===== src/rtl/alu_cmd_driver.sv =====
// Command initiator for the 7-op ALU: issues one request at a time, shadows the ALU mode,
// detours through DETOUR_OP when a direct mode change would be refused, and returns the result.
module alu_cmd_driver #(
  parameter int         ALU_LAT   = 2,
  parameter logic [2:0] DETOUR_OP = 3'd1
) (
  input  logic        clk_p_i,
  input  logic        reset_p_i,
  input  logic        req_valid_i,
  output logic        req_ready_o,
  input  logic [2:0]  req_op_i,
  input  logic [7:0]  req_a_i,
  input  logic [7:0]  req_b_i,
  output logic [2:0]  alu_inst_o,
  output logic [7:0]  alu_a_o,
  output logic [7:0]  alu_b_o,
  input  logic [15:0] alu_data_i,
  output logic        rsp_valid_o,
  output logic [15:0] rsp_data_o,
  output logic        rsp_err_o,
  output logic [2:0]  mode_o
);

  localparam int               CNT_W     = (ALU_LAT < 2) ? 1 : $clog2(ALU_LAT);
  localparam logic [CNT_W-1:0] WAIT_INIT = CNT_W'(ALU_LAT - 1);
  localparam logic [2:0]       INST_HOLD = 3'd7;

  typedef enum logic [2:0] {
    ST_IDLE   = 3'd0,
    ST_DETOUR = 3'd1,
    ST_ISSUE  = 3'd2,
    ST_WAIT   = 3'd3,
    ST_RESP   = 3'd4
  } state_t;

  state_t            state_r, state_s;
  logic [2:0]        op_r, op_s;
  logic [2:0]        alu_inst_r, alu_inst_s;
  logic [7:0]        alu_a_r, alu_a_s;
  logic [7:0]        alu_b_r, alu_b_s;
  logic              rsp_valid_r, rsp_valid_s;
  logic [15:0]       rsp_data_r, rsp_data_s;
  logic              rsp_err_r, rsp_err_s;
  logic [2:0]        mode_r, mode_s;
  logic [CNT_W-1:0]  wait_cnt_r, wait_cnt_s;

  // Mode transitions the ALU accepts; re-issuing the current mode is always accepted.
  function automatic logic legal_move(input logic [2:0] cur, input logic [2:0] nxt);
    logic ok_s;
    ok_s = 1'b0;
    if (nxt == INST_HOLD) begin
      ok_s = 1'b0;
    end else if (nxt == cur) begin
      ok_s = 1'b1;
    end else begin
      case (cur)
        3'd0, 3'd1: ok_s = 1'b1;
        3'd2:       ok_s = (nxt == 3'd0) || (nxt == 3'd1) || (nxt == 3'd3) || (nxt == 3'd5);
        3'd3:       ok_s = (nxt == 3'd0) || (nxt == 3'd1) || (nxt == 3'd6);
        3'd4:       ok_s = (nxt == 3'd1) || (nxt == 3'd5);
        3'd5:       ok_s = (nxt == 3'd0) || (nxt == 3'd1) || (nxt == 3'd2);
        3'd6:       ok_s = (nxt == 3'd1) || (nxt == 3'd5);
        default:    ok_s = 1'b0;
      endcase
    end
    return ok_s;
  endfunction

  // Next-state and next-output logic; outputs are computed for the state being entered.
  always_comb begin
    state_s     = state_r;
    op_s        = op_r;
    alu_inst_s  = INST_HOLD;
    alu_a_s     = alu_a_r;
    alu_b_s     = alu_b_r;
    rsp_valid_s = 1'b0;
    rsp_data_s  = rsp_data_r;
    rsp_err_s   = rsp_err_r;
    mode_s      = mode_r;
    wait_cnt_s  = wait_cnt_r;
    case (state_r)
      ST_IDLE: begin
        if (req_valid_i) begin
          op_s = req_op_i;
          if (req_op_i == INST_HOLD) begin
            state_s     = ST_RESP;
            rsp_valid_s = 1'b1;
            rsp_data_s  = 16'h0000;
            rsp_err_s   = 1'b1;
          end else begin
            alu_a_s = req_a_i;
            alu_b_s = req_b_i;
            if (legal_move(mode_r, req_op_i)) begin
              state_s    = ST_ISSUE;
              alu_inst_s = req_op_i;
            end else begin
              state_s    = ST_DETOUR;
              alu_inst_s = DETOUR_OP;
            end
          end
        end else begin
          state_s = ST_IDLE;
        end
      end
      ST_DETOUR: begin
        mode_s     = DETOUR_OP;
        state_s    = ST_ISSUE;
        alu_inst_s = op_r;
      end
      ST_ISSUE: begin
        mode_s     = op_r;
        state_s    = ST_WAIT;
        wait_cnt_s = WAIT_INIT;
      end
      ST_WAIT: begin
        if (wait_cnt_r == {CNT_W{1'b0}}) begin
          state_s     = ST_RESP;
          rsp_valid_s = 1'b1;
          rsp_data_s  = alu_data_i;
          rsp_err_s   = 1'b0;
        end else begin
          wait_cnt_s = wait_cnt_r - {{(CNT_W-1){1'b0}}, 1'b1};
        end
      end
      ST_RESP: begin
        state_s = ST_IDLE;
      end
      default: begin
        state_s = ST_IDLE;
      end
    endcase
  end

  // State and output registers with synchronous reset.
  always_ff @(posedge clk_p_i) begin
    if (reset_p_i) begin
      state_r     <= ST_IDLE;
      op_r        <= 3'd0;
      alu_inst_r  <= INST_HOLD;
      alu_a_r     <= 8'h00;
      alu_b_r     <= 8'h00;
      rsp_valid_r <= 1'b0;
      rsp_data_r  <= 16'h0000;
      rsp_err_r   <= 1'b0;
      mode_r      <= 3'd0;
      wait_cnt_r  <= {CNT_W{1'b0}};
    end else begin
      state_r     <= state_s;
      op_r        <= op_s;
      alu_inst_r  <= alu_inst_s;
      alu_a_r     <= alu_a_s;
      alu_b_r     <= alu_b_s;
      rsp_valid_r <= rsp_valid_s;
      rsp_data_r  <= rsp_data_s;
      rsp_err_r   <= rsp_err_s;
      mode_r      <= mode_s;
      wait_cnt_r  <= wait_cnt_s;
    end
  end

  assign req_ready_o = (state_r == ST_IDLE);
  assign alu_inst_o  = alu_inst_r;
  assign alu_a_o     = alu_a_r;
  assign alu_b_o     = alu_b_r;
  assign rsp_valid_o = rsp_valid_r;
  assign rsp_data_o  = rsp_data_r;
  assign rsp_err_o   = rsp_err_r;
  assign mode_o      = mode_r;

endmodule


===== config.mk =====
export PLATFORM = sky130hd
export DESIGN_NAME = alu_cmd_driver
export DESIGN_NICKNAME = d
export VERILOG_FILES = /design/src/rtl/alu_cmd_driver.sv
export SDC_FILE = /design/constraint.sdc
export NUM_CORES = 1
export LEC_CHECK = 0
export CAP_MARGIN = 30
export CELL_PAD_IN_SITES_DETAIL_PLACEMENT = 1
export CELL_PAD_IN_SITES_GLOBAL_PLACEMENT = 1
export CORE_MARGIN = 4
export CORE_UTILIZATION = 30
export DETAILED_ROUTE_END_ITERATION = 7
export PLACE_DENSITY_LB_ADDON = 0.08
export SYNTH_ARGS = -nofsm -noshare
export SYNTH_HDL_FRONTEND = slang
export SYNTH_SLANG_ARGS = --single-unit

===== constraint.sdc =====
create_clock -name clk_p_i -period 2.3 [get_ports clk_p_i]
set_input_delay 0.23 -clock clk_p_i [delete_from_list [all_inputs] [get_ports clk_p_i]]
set_output_delay 0.23 -clock clk_p_i [all_outputs]
set_load 0.05 [all_outputs]

==> flow_metrics.py <==
metrics = {
    "sta": {
        "hold_viol_final": 0,
        "rsz0062_at_grt": "false",
        "max_freq_ghz": 0.526,
        "setup_ws_ps": 399,
        "fin_skew_ps": 8.76,
        "worst_pin_slew_ps": 684,
        "slew_headroom": 0.544,
        "timing.final.crit_share": 0.826,
        "setup-tns-final_ps": 0,
        "drv_slew": 0,
        "setup_viol": 0,
        "period_needed_ps": 1900,
    },
    "detailed_routing": {
        "wl_per_cell_um": 13.9,
        "met2_wirelength_mm": 2.41,
        "drt_iter0_drc": 79,
        "drt-met1-wl_mm": 2.41,
        "wl_mm": 5.39,
        "vias_per_cell": 4.84,
        "drt_pass1_iterations": 4,
        "antenna_left": 0,
        "routed.top_layer": "met4",
        "dr_wl_met3_um": 497,
        "drc": 0,
        "vias": 1872,
    },
    "clocking": {
        "insertion_delay_ps": 310,
        "numClockSinks": 47,
        "ctsRootBufferMaster": "clkbuf_8",
        "cts_made_buffers": 5,
        "post_cts_buffers": 0,
        "clk_pin_slew_ps": 90,
        "hold_buffers": 0,
        "h-tree-depth": 2,
        "ctsResizeCount": 0,
        "cts_tree": "built",
        "clockBufferDepth": 2,
    },
    "place": {
        "routabilityCongestion": 0.782,
        "post-place-ws_ps": 228,
        "dp_hpwl_mm": 3.80,
        "io_buffers": 78,
    },
    "critical_path": {
        "cp_max_fo": 19,
        "end_kind": "register",
        "worstReg2RegEnd": "rsp_data_o[10]$_SDFFE_PP0P_",
        "cp.depth": 6,
        "crit_start": "state_r[0]$_SDFFE_PP0N_",
        "crit_buf_inv": 1,
        "crit_chain": "or3_4, inv_6, nand2_4, or2_1, nand3_1, a21oi_1",
        "max_stage_delay_ps": 480,
        "crit_slowest_cell": "or2_1",
        "r2r_slack_ps": 400,
        "startpoint_type": "register",
        "timing.rr.start": "state_r[0]$_SDFFE_PP0N_",
        "critical_path.endpoint": "rsp_data_o[10]$_SDFFE_PP0P_",
        "path_delay_family": "simple AND/OR/NAND/NOR gates",
        "cp.required_ps": 2480,
        "r2r_cells": 6,
        "cp.arrival_ps": 2080,
        "path_class": "reg -> reg",
    },
    "job": {
        "timing.max_cap.violations": 0,
    },
    "synthesis": {
        "ys_warn_count": 0,
        "yosysTopAreaCell": "dfxtp_1",
        "synthTopCellsByCount": "nand2_1, dfxtp_1, a21oi_1",
        "ys.flop_type": "dfxtp_1",
        "async_reset_ff_frac": 0,
        "avgSynthCellArea_um2": 8.11,
        "syn_area_um2": 1910,
        "syn_inst": 235,
        "yosys-top-cells-area": "dfxtp_1, nand2_1, a21oi_1",
        "synth.distinct_cells": 37,
        "synth_top_area_frac": 0.493,
        "ys_ff_latch": 47,
        "synth_edf_count": 0,
        "ys_seq_area_frac": 0.493,
        "syn_nets": 273,
        "synth.most_common_cell": "nand2_1",
    },
    "final_layout": {
        "syn_to_final_growth_pct": 49.0,
        "drive_gt1_frac": 0.0673,
        "antenna_cells": 0,
        "nNetsFinal": 349,
    },
    "power": {
        "seqPwrFrac": 0.423,
        "clkPwrFrac": 0.232,
        "swShare": 0.369,
        "vdd_ir_drop_max_uv": 391,
        "comb_power_share": 0.345,
        "switchingPower_uw": 846,
        "leakage_nw": 1.01,
        "power_density_nw_per_um2": 806,
        "p_int_mw": 1.44,
    },
    "global_routing": {
        "grt_usage": 0.148,
        "grt_max_degree": 45,
        "grt_pass1_wl_mm": 8.76,
        "antenna_found_initial": 0,
        "grt_pass1_vias": 1791,
        "grt_overflow_total": 0,
    },
    "floorplan": {
        "core-area_um2": 6060,
        "die_y_um": 87.7,
        "fp.dieW_um": 87.7,
        "die_area_um2": 7700,
        "rows": 28,
        "start_util": 0.315,
        "io_pins": 79,
    },
    "worst_hold_path": {
        "hold_class": "in -> reg",
    },
    "run_status": {
        "outcome": "finished, final reports clean",
    },
}
[per-layer routing]
metal | vias to the layer above | GRT usage
li1 | 958 | -
met1 | 855 | 0.189
met2 | 53 | 0.214
met3 | 6 | 0.0659
met4 | 0 | 0.0628
met5 | - | 0
[power groups by stage]
stage / Clock (mW) / Sequential, mW / Combinational (mW)
2_1_floorplan: 0 / 1.19 / 0.313
3_3_place_gp: 0 / 0.984 / 0.796
3_5_place_dp: 0 / 0.987 / 0.798
4_1_cts: 0.558 / 0.969 / 0.801
5_1_grt: 0.602 / 0.983 / 0.850
6_report: 0.532 / 0.968 / 0.790
[state kept, by name, indices dropped and copies added, names as in the netlist]
name         count
rsp_data_o      16
alu_a_o          8
alu_b_o          8
alu_inst_o       3
mode_o           3
op_r             3
state_r          3
rsp_err_o        1
rsp_valid_o      1
wait_cnt_r       1
[final cells by class]
class                      count  area (µm²)
fill                         735        3220
tap                           75        93.8
timing repair buffer          86         838
sequential                    47         941
inverter                       4        20.0
clock inverter                 1        8.76
clock buffer                   7        86.3
multi-input combinational    167         853
[worst register-to-register path, cell delays in order (launching register included)]
cell,delay [ps]
dfxtp_1,430
or3_4,410
inv_6,110
nand2_4,60
or2_1,480
nand3_1,200
a21oi_1,80
[logic make-up (layout without fill, tap and decap cells)]
kind of cell	after synthesis	count (layout)	synth area share
flops	47	47	0.493
buf+inv	21	98	0.0591
compound gates	66	66	0.209
simple gates	100	100	0.234
xor+xnor	1	1	0.00459
[per-stage QoR]
stage / hold WS [ps] / std cells / util / total power [mW] / instance area [µm²]
CTS: 442 / 387 / 0.469 / 2.33 / 2840
global placement: 442 / 379 / 0.453 / 1.78 / 2750
detailed placement: 450 / 379 / 0.453 / 1.79 / 2750
global route: 435 / 387 / 0.469 / 2.43 / 2840
floorplan: 366 / 235 / - / 1.50 / 1910
finish: 455 / 387 / 0.469 / 2.29 / 2840
[worst min path at each step]
stage / slack, ps / endpoint / start / depth (start not counted)
after floorplan: 370 / alu_a_o[0]$_SDFFE_PP0P_ / req_a_i[0] / 2
after global placement: 440 / alu_b_o[4]$_SDFFE_PP0P_ / alu_b_o[4]$_SDFFE_PP0P_ / 2
after detailed placement: 450 / alu_a_o[5]$_SDFFE_PP0P_ / alu_a_o[5]$_SDFFE_PP0P_ / 2
after CTS: 440 / alu_a_o[7]$_SDFFE_PP0P_ / req_a_i[7] / 3
after global routing: 430 / alu_b_o[4]$_SDFFE_PP0P_ / req_b_i[4] / 3
final: 460 / alu_a_o[6]$_SDFFE_PP0P_ / req_a_i[6] / 3
[cells in the final DEF, fill, tap and decap left out, drive strengths merged, types with 2 or more instances in the layout]
cell and count:
nand2 56, a22o 3, clkbuf 7, a211o 2, nor2 11, a21boi 2, or3 2, dfxtp 47
nor2b 2, nand2b 3, a21oi 41, a211oi 3, o32ai 2, inv 4, o21ai 5, nand3 21
buf 9, clkdlybuf4s50 77
No activity file was read; power rests on OpenSTA's default activity.
